**config.mk**
```make
export PLATFORM = sky130hd
export DESIGN_NAME = and_delay_monitor
export DESIGN_NICKNAME = d
export VERILOG_FILES = /design/src/rtl/and_delay_monitor.sv
export SDC_FILE = /design/constraint.sdc
export NUM_CORES = 1
export LEC_CHECK = 0
export BUFFER_PORTS_ARGS = -buffer_cell sky130_fd_sc_hd__buf_2
export CORE_MARGIN = 4
export CORE_UTILIZATION = 55
export CTS_CLUSTER_SIZE = 28
export DETAILED_ROUTE_END_ITERATION = 8
export PLACE_DENSITY = 0.77
export SETUP_SLACK_MARGIN = 0.02
export SYNTH_ARGS = -nofsm -noshare
export SYNTH_HDL_FRONTEND = slang
export SYNTH_SLANG_ARGS = --single-unit
```
**constraint.sdc**
```tcl
create_clock -name clk -period 7.7 [get_ports clk]
set_clock_uncertainty 0.05 [all_clocks]
set_input_delay 0.385 -clock clk [delete_from_list [all_inputs] [get_ports clk]]
set_output_delay 0.385 -clock clk [all_outputs]
set_load 0.01 [all_outputs]
```
**src/rtl/and_delay_monitor.sv**
```systemverilog
// Per-tap settle-time monitor for the AND delay chain: counts clk cycles from an A/B change
// until each tap equals A&B. Optional `SYNC_EN adds 2-flop input synchronisers.
module and_delay_monitor #(
  parameter int unsigned NTAP    = 5,
  parameter int unsigned CNT_W   = 8,
  parameter int unsigned TIMEOUT = 200
) (
  input  logic                  clk,
  input  logic                  reset,
  input  logic                  a_in,
  input  logic                  b_in,
  input  logic [NTAP-1:0]       and_out,
  output logic                  busy,
  output logic                  meas_valid,
  output logic [NTAP*CNT_W-1:0] tap_delay,
  output logic [NTAP-1:0]       tap_timeout,
  output logic                  overrun
);

  localparam logic [CNT_W-1:0] LP_TIMEOUT = CNT_W'(TIMEOUT);

  typedef enum logic [1:0] {
    S_IDLE,
    S_MEASURE,
    S_DONE
  } state_t;

  logic                  w_a;
  logic                  w_b;
  logic [NTAP-1:0]       w_taps;

`ifdef SYNC_EN
  logic [NTAP+1:0]       r_sync1;
  logic [NTAP+1:0]       r_sync2;

  always_ff @(posedge clk or posedge reset) begin
    if (reset) begin
      r_sync1 <= '0;
      r_sync2 <= '0;
    end else begin
      r_sync1 <= {a_in, b_in, and_out};
      r_sync2 <= r_sync1;
    end
  end

  assign w_a    = r_sync2[NTAP+1];
  assign w_b    = r_sync2[NTAP];
  assign w_taps = r_sync2[NTAP-1:0];
`else
  assign w_a    = a_in;
  assign w_b    = b_in;
  assign w_taps = and_out;
`endif

  state_t                r_state;
  state_t                w_state_nxt;
  logic [1:0]            r_ab_q;
  logic                  r_exp;
  logic [CNT_W-1:0]      r_cnt;
  logic [NTAP-1:0]       r_settled;
  logic [NTAP*CNT_W-1:0] r_work_delay;
  logic [NTAP-1:0]       r_work_to;
  logic [NTAP*CNT_W-1:0] r_tap_delay;
  logic [NTAP-1:0]       r_tap_timeout;
  logic                  r_meas_valid;
  logic                  r_overrun;

  logic                  w_chg;
  logic                  w_exp_new;
  logic                  w_at_timeout;
  logic [NTAP-1:0]       w_match;
  logic [NTAP-1:0]       w_settled_nxt;
  logic                  w_all_settled;
  logic                  w_start;
  logic                  w_commit;
  logic                  w_abort;

  assign w_chg        = ({w_a, w_b} != r_ab_q);
  assign w_exp_new    = w_a & w_b;
  assign w_at_timeout = (r_cnt == LP_TIMEOUT);

  // Only a known equal value counts as a match; X/Z on a tap fails the if and stays unmatched.
  always_comb begin
    w_match = '0;
    for (int unsigned i = 0; i < NTAP; i++) begin
      if (w_taps[i] == r_exp) begin
        w_match[i] = 1'b1;
      end
    end
    w_settled_nxt = r_settled | w_match;
    w_all_settled = &w_settled_nxt;
  end

  always_comb begin
    w_state_nxt = r_state;
    w_start     = 1'b0;
    w_commit    = 1'b0;
    w_abort     = 1'b0;
    case (r_state)
      S_IDLE: begin
        if (w_chg) begin
          w_state_nxt = S_MEASURE;
          w_start     = 1'b1;
        end
      end
      S_MEASURE: begin
        if (w_chg) begin
          w_start = 1'b1;
          w_abort = 1'b1;
        end else if (w_all_settled || w_at_timeout) begin
          w_state_nxt = S_DONE;
        end
      end
      S_DONE: begin
        if (w_chg) begin
          w_state_nxt = S_MEASURE;
          w_start     = 1'b1;
          w_abort     = 1'b1;
        end else begin
          w_state_nxt = S_IDLE;
          w_commit    = 1'b1;
        end
      end
      default: w_state_nxt = S_IDLE;
    endcase
  end

  always_ff @(posedge clk or posedge reset) begin
    if (reset) begin
      r_state <= S_IDLE;
      r_ab_q  <= 2'b00;
    end else begin
      r_state <= w_state_nxt;
      r_ab_q  <= {w_a, w_b};
    end
  end

  // Working results live apart from the published outputs so an aborted run never disturbs them.
  always_ff @(posedge clk or posedge reset) begin
    if (reset) begin
      r_exp        <= 1'b0;
      r_cnt        <= '0;
      r_settled    <= '0;
      r_work_delay <= '0;
      r_work_to    <= '0;
    end else if (w_start) begin
      r_exp        <= w_exp_new;
      r_cnt        <= '0;
      r_settled    <= '0;
      r_work_delay <= '0;
      r_work_to    <= '0;
    end else if (r_state == S_MEASURE) begin
      for (int unsigned i = 0; i < NTAP; i++) begin
        if (!r_settled[i]) begin
          if (w_match[i]) begin
            r_work_delay[i*CNT_W +: CNT_W] <= r_cnt;
          end else if (w_at_timeout) begin
            r_work_delay[i*CNT_W +: CNT_W] <= LP_TIMEOUT;
            r_work_to[i]                   <= 1'b1;
          end
        end
      end
      r_settled <= w_settled_nxt;
      if (!w_at_timeout) begin
        r_cnt <= r_cnt + CNT_W'(1);
      end
    end
  end

  always_ff @(posedge clk or posedge reset) begin
    if (reset) begin
      r_tap_delay   <= '0;
      r_tap_timeout <= '0;
      r_meas_valid  <= 1'b0;
      r_overrun     <= 1'b0;
    end else begin
      r_meas_valid <= w_commit;
      r_overrun    <= w_abort;
      if (w_commit) begin
        r_tap_delay   <= r_work_delay;
        r_tap_timeout <= r_work_to;
      end
    end
  end

  assign busy        = (r_state == S_MEASURE);
  assign meas_valid  = r_meas_valid;
  assign overrun     = r_overrun;
  assign tap_delay   = r_tap_delay;
  assign tap_timeout = r_tap_timeout;

endmodule

```
# Word level (Yosys, flattened, before mapping)
# Index checks and enable logic that the tools add are counted.
# classes
n_addsub	1
eq_ne	23
muxes	46
bitwise_logic	2
n_reduce_logical	24
# op_table
cell	count
two-way mux 8 bit	14
two-way mux 40 bit	2
inequality test 2 x 1 -> 1 bit, second input constant	12
two-way mux 1 bit	22
two-way mux 5 bit	4
AND reduction 4 bit	5
AND reduction 3 bit	6
nonzero test 3 bit	5
adder 8 x 1 -> 8 bit, second input constant	1
== test 8 bit, second input constant	1
two-way mux 2 bit	3
case mux 2 bit (3 select lines)	1
== test 1 bit	5
bitwise OR 5 bit	1
AND reduction 5 bit	1
inequality test 2 bit, second input constant	2
nonzero test 2 bit	2
OR reduction 3 bit	1
== test 2 x 1 -> 1 bit, second input constant	1
== test 2 bit, second input constant	1
zero test 2 bit	1
inequality test 2 bit	1
AND reduction 2 bit	1
OR reduction 2 bit	1
2 further kinds	2
# totals
ff_bits	110
inputBits	9
out_inout_bits	48

# Longest topological paths before layout
# Gate-level depths: netlist (run 1).
# logic_depth
depth_word	8
mapped_depth	8
ltp_nobuf	7

# Least setup slack after synthesis (run 1)
# OpenSTA, ideal clock, no wires.
# synth_path
path_kind	register to register
from	register r_cnt[1]
to	register r_work_delay[32]
arrival_time_ns	1.969
required_ns	7.525
setup_slack_ns	5.556
path_stages_with_launch	9
n_path_buf	1
period_less_slack_ns	2.144
path_cell_list	dfrtp_1 -> inv_1 -> ha_1 -> nand4b_1 -> or4b_1 -> buf_6 -> nand2_2 -> a31oi_4 -> mux2_4
# synth_between
elab_chain_len	3
# synth_rtl
item	line	rtl
start, declared	59	logic [CNT_W-1:0] r_cnt;
start signal, assigned	165	r_cnt <= r_cnt + CNT_W'(1);
== test 8 bit	80	assign w_at_timeout = (r_cnt == LP_TIMEOUT);
nonzero test 3 bit (no line)	-	
AND reduction 3 bit (no line)	-	
end signal, assigned by index	156	r_work_delay[i*CNT_W +: CNT_W] <= r_cnt;
end, declared	61	logic [NTAP*CNT_W-1:0] r_work_delay;
# No other way between the ends.
# A chain may end at the register's enable or synchronous reset.

# Worst setup path after layout (run 1)
# layout_path
from	register r_cnt[1]
to	register r_work_delay[35]
# The elaborated chain is that of the path after synthesis.

==> results.py, run 1 <==
metrics = {
    "run_status": {
        "status": "complete, but fails checks",
        "violations": "negative hold slack",
    },
    "setup_path": {
        "worstPathRequired_ns": 7.89,
        "end_kind": "flip-flop",
        "slowest_delay_ns": 0.78,
        "critPathMaxFanout": 10,
        "crit_type": "flip-flop to flip-flop",
        "cp.arrival_ns": 2.77,
        "crit_buf_inv": 1,
        "r2r_start": "r_cnt[1]",
        "startpoint": "r_cnt[1]",
        "crit_family": "simple AND/OR/NAND/NOR gates",
        "cp_cell_sequence": "inv_1 > ha_1 > nand4b_1 > or4b_1 > nand2_2 > a31oi_4 > mux2_4",
        "cp_slowest_cell": "or4b_1",
        "cp-start-kind": "flip-flop",
    },
    "route": {
        "wl_mm": 8.728,
        "wl_per_cell_um": 15.45,
        "dr_total_vias": 2983,
        "drt_iter0_drc": 145,
        "drc": 0,
        "ant_nets": 0,
        "viasPerCell": 5.280,
        "dr.pass1.iters": 5,
    },
    "placed_design": {
        "dpl-instance-area_um2": 5305,
        "port_buffers": 56,
        "gp_congestion": 0.8762,
        "pre_cts_ws_ns": 5.152,
        "place_inst": 549,
        "dp_hpwl_mm": 6.072,
    },
    "floorplan": {
        "initial_core_util_pct": 56.75,
        "die_w_um": 103.1,
        "fp.coreArea_um2": 8763,
        "die_y_um": 103.1,
        "io-pin-count": 57,
        "rows": 34,
        "die_area_um2": 10630,
    },
    "yosys": {
        "synth_cell_types": 36,
        "synth_xor_xnor_area_share_pct": 3.447,
        "synthFlopType": "dfrtp_1",
        "synth_compound_area_share_pct": 5.082,
        "netlist_instances": 401,
        "synth-seq-area-share_pct": 55.35,
        "ys_ff_latch": 110,
        "async_flop_share_pct": 100.0,
        "synth_top_family_by_area": "multiplexers",
        "syn_nets": 417,
        "synth_adder_area_share_pct": 1.761,
        "avgSynthCellArea_um2": 12.40,
        "synth-simple-area-share_pct": 9.484,
        "yosysWarnings": 0,
        "synth_mux_area_share_pct": 20.60,
        "synth_edf_count": 0,
        "synth_area_um2": 4974,
    },
    "global_routing": {
        "grt_start_max_net_pins": 69,
        "grt_overflow": 0,
        "grtUsageTotal_pct": 17.94,
        "grt_pass1_vias": 2983,
        "grt_antenna_before_repair": 0,
        "grt_pass1_wl_mm": 14.81,
    },
    "clocking": {
        "cts_setup_buffers": 0,
        "cts_tree": "built",
        "cts-resized-gates": 0,
        "clkSinkCount": 110,
        "htreeDepth": 3,
        "postCtsHoldBufs": 0,
        "numCtsBuffers": 9,
        "clk_pin_slew_ns": 0.10,
        "clkLatencyLatePin_ns": 0.36,
        "clock_path_buffers": 2,
        "clock-root-buffer": "clkbuf_8",
    },
    "finish": {
        "utilization_pct": 62.65,
        "layout_common_cells": "dfrtp_1 (110), buf_2 (56), nor2_1 (53), mux2_2 (50), inv_1 (27)",
        "fillCellCount": 692,
        "final_nets": 468,
        "mostFrequentLayoutCell": "dfrtp_1",
        "seqCellArea_um2": 2753,
        "final_area_um2": 5490,
        "syn2layout_area_growth_pct": 10.39,
        "antenna_cells": 0,
        "final_cells": 565,
        "multi_input_area_um2": 2011,
        "drive_above_1_share_pct": 35.23,
    },
    "timing": {
        "fin_ws_ns": 5.119,
        "fin_crit_sh_pct": 33.52,
        "slew_headroom_pct": 29.09,
        "tightest_slew_ns": 1.064,
        "timing_hold_violations_final": 5,
        "whs_ns": -0.005720,
        "slew_viol_final": 0,
        "setup_violations": 0,
        "fin_tns_setup_ns": 0,
        "period_needed_ns": 2.581,
        "fmax_ghz": 0.3875,
        "rsz0062_at_grt": "false",
    },
    "power": {
        "p_leak_nw": 2.771,
        "powerDensity_nw_per_um2": 215.5,
        "p_total_mw": 1.183,
        "peakVddDrop_mv": 0.1146,
    },
    "job": {
        "maxCapViolCount": 0,
    },
    "min_path": {
        "hold_path.class": "primary input to asynchronous set/reset pin",
    },
}
-- final timing paths --
check / to / slack, ns / cells after the start
setup / recovery: r_work_delay[35] / 5.12 / 7
hold reg to reg: tap_delay[37] / 0.46 / 1
max in group asynchronous: tap_timeout[0] / 6.39 / 3
min in group clk: r_ab_q[1] / 0.12 / 1
setup reg to reg: r_work_delay[35] / 5.12 / 7
hold / removal: tap_delay[26] / -0.006 / 2
-- state kept, by name (all words and copies together), names as in the netlist --
signal        flops
meas_valid        1
overrun           1
r_ab_q            2
r_cnt             8
r_exp             1
r_settled         5
r_state           2
r_work_delay     40
r_work_to         5
tap_delay        40
tap_timeout       5
-- per-layer routing --
metal | wire, µm | GRT usage [%] | up-vias
li1 | - | - | 1446
met1 | 4012 | 24.81 | 1463
met2 | 4222 | 28.86 | 63
met3 | 383 | 3.789 | 11
met4 | 109 | 5.080 | 0
met5 | 0 | 0 | -
-- cells by family (layout without fill, tap and decap cells) --
kind of cell,count (synthesis),count (layout)
DFF,110,110
and+or+nand+nor,105,105
buffers and inverters,47,103
xor gates and xnor gates,17,17
muxes,86,86
AOI/OAI and AO/OA,29,29
adders and majority gates,7,7
-- synth_stat cells, types with 4 or more instances --
| library cell | number | share of area [%] |
|---|---|---|
| a31oi_1 | 4 | 0.50 |
| xor2_1 | 6 | 1.1 |
| clkbuf_1 | 8 | 0.60 |
| nor3_1 | 12 | 1.2 |
| o21ai_0 | 4 | 0.40 |
| nor2_1 | 53 | 4.0 |
| ha_1 | 7 | 1.8 |
| buf_2 | 5 | 0.50 |
| dfrtp_1 | 110 | 55 |
| nand4_1 | 4 | 0.50 |
| xnor2_1 | 8 | 1.4 |
| mux2i_1 | 15 | 3.0 |
| nand2_1 | 20 | 1.5 |
| a21oi_1 | 11 | 1.1 |
| inv_1 | 28 | 2.1 |
| mux2_4 | 20 | 6.0 |
| buf_6 | 4 | 0.91 |
| a31oi_4 | 5 | 2.1 |
| nand2_2 | 4 | 0.50 |
| mux2_2 | 50 | 11 |
-- final cells by class --
cell class	instances	share of cell area [%]
Tap cell	108	2.461
Clock buffer	12	2.826
Timing Repair Buffer	58	5.378
Sequential cell	110	50.14
Inverter	29	2.028
Clock inverter	4	0.5469
Multi-Input combinational cell	244	36.62
-- power by group --
group	internal [mW]	switching, mW	total (mW)
Combinational	0.0901	0.140	0.230
Sequential	0.607	0.0239	0.631
Clock	0.137	0.185	0.322
Total	0.834	0.349	1.18
No activity file was read; power rests on OpenSTA's default activity.
==> run 2, diff against run 1 <==
ABC_AREA = 1   (was not set)
clock period = 2.5 ns   (was 7.7 ns; I/O delays follow)
==> results.py, run 2 <==
metrics = {
    "floorplan": {
        "rows": 34,
        "initial_core_util_pct": 56.26,
        "die_y_um": 102.2,
        "fp.coreArea_um2": 8678,
        "die_area_um2": 10450,
        "die_w_um": 102.2,
        "io-pin-count": 57,
    },
    "finish": {
        "fillCellCount": 723,
        "drive_above_1_share_pct": 27.34,
        "mostFrequentLayoutCell": "nand2_1",
        "antenna_cells": 0,
        "final_nets": 556,
        "layout_common_cells": "nand2_1 (118), dfrtp_1 (110), buf_2 (56), o21ai_1 (41)",
        "syn2layout_area_growth_pct": 11.28,
        "utilization_pct": 62.60,
    },
    "setup_path": {
        "rr_endpoint": "tap_delay[9]",
        "cp.arrival_ns": 2.20,
        "crit_family": "flip-flops",
        "slowest_delay_ns": 0.45,
        "cp_cell_sequence": "inv_1 > ha_1 > inv_1 > nor2_4 > buf_12 > mux2_2",
        "end_kind": "flip-flop",
        "rrSetupSlack_ns": 0.52,
        "crit_buf_inv": 3,
        "cp-start-kind": "flip-flop",
        "worstPathRequired_ns": 2.71,
        "crit_type": "flip-flop to flip-flop",
        "rr_worst_depth": 6,
        "crit_top_cell": "inv_1",
        "critPathMaxFanout": 29,
        "r2r_start": "r_state[0]",
        "cp_slowest_cell": "dfrtp_1",
    },
    "yosys": {
        "yosysTopAreaCell": "dfrtp_1",
        "synth_adder_area_share_pct": 1.794,
        "synth_top_family_by_area": "simple AND/OR/NAND/NOR gates",
        "synth-simple-area-share_pct": 14.74,
        "synth-seq-area-share_pct": 56.38,
        "synth_compound_area_share_pct": 9.815,
        "synth_cell_types": 28,
        "async_flop_share_pct": 100.0,
        "avgSynthCellArea_um2": 10.07,
        "synth_top_area_share_pct": 56.38,
        "synth.most_common_cell": "nand2_1",
        "ys_ff_latch": 110,
        "synth_edf_count": 0,
        "yosysWarnings": 0,
        "synth_xor_xnor_area_share_pct": 0.5382,
        "syn_nets": 501,
        "synth_mux_area_share_pct": 9.226,
        "synth_area_um2": 4882,
        "netlist_instances": 485,
        "synth_common_cells": "nand2_1 (118), dfrtp_1 (110), inv_1 (41), o21ai_1 (41), mux2_2 (40)",
        "synthTopCellsByArea": "dfrtp_1 (56%), mux2_2 (9.2%), nand2_1 (9.1%)",
        "synthFlopType": "dfrtp_1",
    },
    "clocking": {
        "clock_path_buffers": 2,
        "clkSinkCount": 110,
        "clkLatencyLatePin_ns": 0.38,
        "numCtsBuffers": 9,
        "cts_tree": "built",
        "htreeDepth": 3,
        "clk_pin_slew_ns": 0.10,
        "cts-resized-gates": 0,
        "clock-root-buffer": "clkbuf_8",
        "postCtsHoldBufs": 3,
        "cts_setup_buffers": 0,
    },
    "timing": {
        "fin_tns_setup_ns": 0,
        "setup_violations": 0,
        "period_needed_ns": 1.984,
        "slew_viol_final": 0,
        "fin_ws_ns": 0.5165,
        "rsz0062_at_grt": "false",
        "fin_crit_sh_pct": 79.34,
        "timing_hold_violations_final": 0,
        "slew_headroom_pct": 62.02,
        "tightest_slew_ns": 0.5696,
        "fmax_ghz": 0.5042,
    },
    "min_path": {
        "hold_path.class": "primary input to flip-flop",
        "min_to": "r_settled[1]",
        "hp-start": "and_out[1]",
        "worstHoldPathCells": 5,
    },
    "power": {
        "peakVddDrop_mv": 0.4657,
        "powerDensity_nw_per_um2": 897.8,
        "p_leak_nw": 2.790,
    },
    "route": {
        "drc": 0,
        "dr_total_vias": 3363,
        "wl_mm": 9.412,
        "wl_per_cell_um": 14.41,
        "ant_nets": 0,
        "viasPerCell": 5.150,
        "dr.pass1.iters": 4,
        "drt_iter0_drc": 267,
    },
    "placed_design": {
        "dp_hpwl_mm": 6.300,
        "pre_cts_ws_ns": 0.5342,
        "gp_congestion": 0.8606,
        "port_buffers": 56,
    },
    "global_routing": {
        "grt_pass1_wl_mm": 16.33,
        "grt_antenna_before_repair": 0,
        "grt_pass1_vias": 3283,
        "grt_overflow": 0,
        "grt_start_max_net_pins": 111,
        "grtUsageTotal_pct": 20.08,
    },
    "run_status": {
        "status": "finished clean",
    },
    "job": {
        "maxCapViolCount": 0,
    },
}
run 2: changes by cell type after synthesis, sizes merged, moves of 9 or more:
cell	before	now
inv	28	50
nor3	12	1
nand3	3	24
mux2	71	40
nor2	53	6
nand2	26	132
mux2i	15	0
o21ai	4	68
a31oi	9	0
buf	10	20
run 2: how the worst max path moves through the flow:
stage | slack [ns] | from | cells after the start | endpoint
6_report | 0.52 | r_state[0] | 6 | tap_delay[9]
5_1_grt | 0.37 | r_state[1] | 7 | r_work_delay[19]
4_1_cts | 0.52 | r_state[0] | 6 | tap_delay[9]
3_5_place_dp | 0.53 | r_state[0] | 6 | tap_delay[25]
3_3_place_gp | 0.64 | r_state[0] | 6 | tap_delay[27]
2_1_floorplan | 0.79 | r_state[1] | 8 | r_work_delay[23]
run 2: worst register-to-register path, delay by kind of cell (launching register included):
family	cells	cell delay (ns)
flip-flops	1	0.45
buffers and inverters	3	0.45
AND/OR/NAND/NOR	1	0.38
multiplexers	1	0.37
adder cells (fa/ha/maj)	1	0.18
run 2: cell families after synthesis:
group,count (synthesis)
xor gates and xnor gates,3
adders and majority gates,7
buffers and inverters,71
and+or+nand+nor,166
AOI/OAI and AO/OA,88
DFF,110
muxes,40
run 2: stage by stage:
step / area (µm²) / std cells / hold slack (ns) / power (mW)
after floorplan: 4886 / 485 / 0.1064 / 3.448
after global placement: 5197 / 634 / 0.2270 / 3.745
after detailed placement: 5197 / 634 / 0.2324 / 3.807
after CTS: 5433 / 653 / 0.1732 / 4.908
after global routing: 5433 / 653 / 0.2062 / 5.232
final: 5433 / 653 / 0.1888 / 4.878
run 2: power by group:
| part | switching [mW] | leakage (nW) | internal [mW] |
|---|---|---|---|
| sequential | 0.187 | 1.50 | 2.12 |
| combinational | 0.934 | 1.20 | 0.529 |
| clock | 0.631 | 0.0940 | 0.475 |
| total | 1.75 | 2.79 | 3.13 |
run 2: area by class of cell:
cell class	count	area [µm²]	area share, %
inverter	50	191.4	3.524
clock buffer	9	123.9	2.280
timing repair buffer	65	380.4	7.001
sequential	110	2753	50.67
tap	108	135.1	2.487
clock inverter	7	81.33	1.497
multi-input combinational	304	1768	32.54
run 2: layer usage:
layer  vias to the layer above  part of all wire [%]  global-route usage (%)  routed length, µm
met5                         -                     0                       0                  0
met4                         0                   1.4                   6.256                136
met3                        13                   5.3                   4.505                501
met2                        87                    46                   31.33               4304
met1                      1573                    47                   28.25               4469
li1                       1690                     -                       -                  -
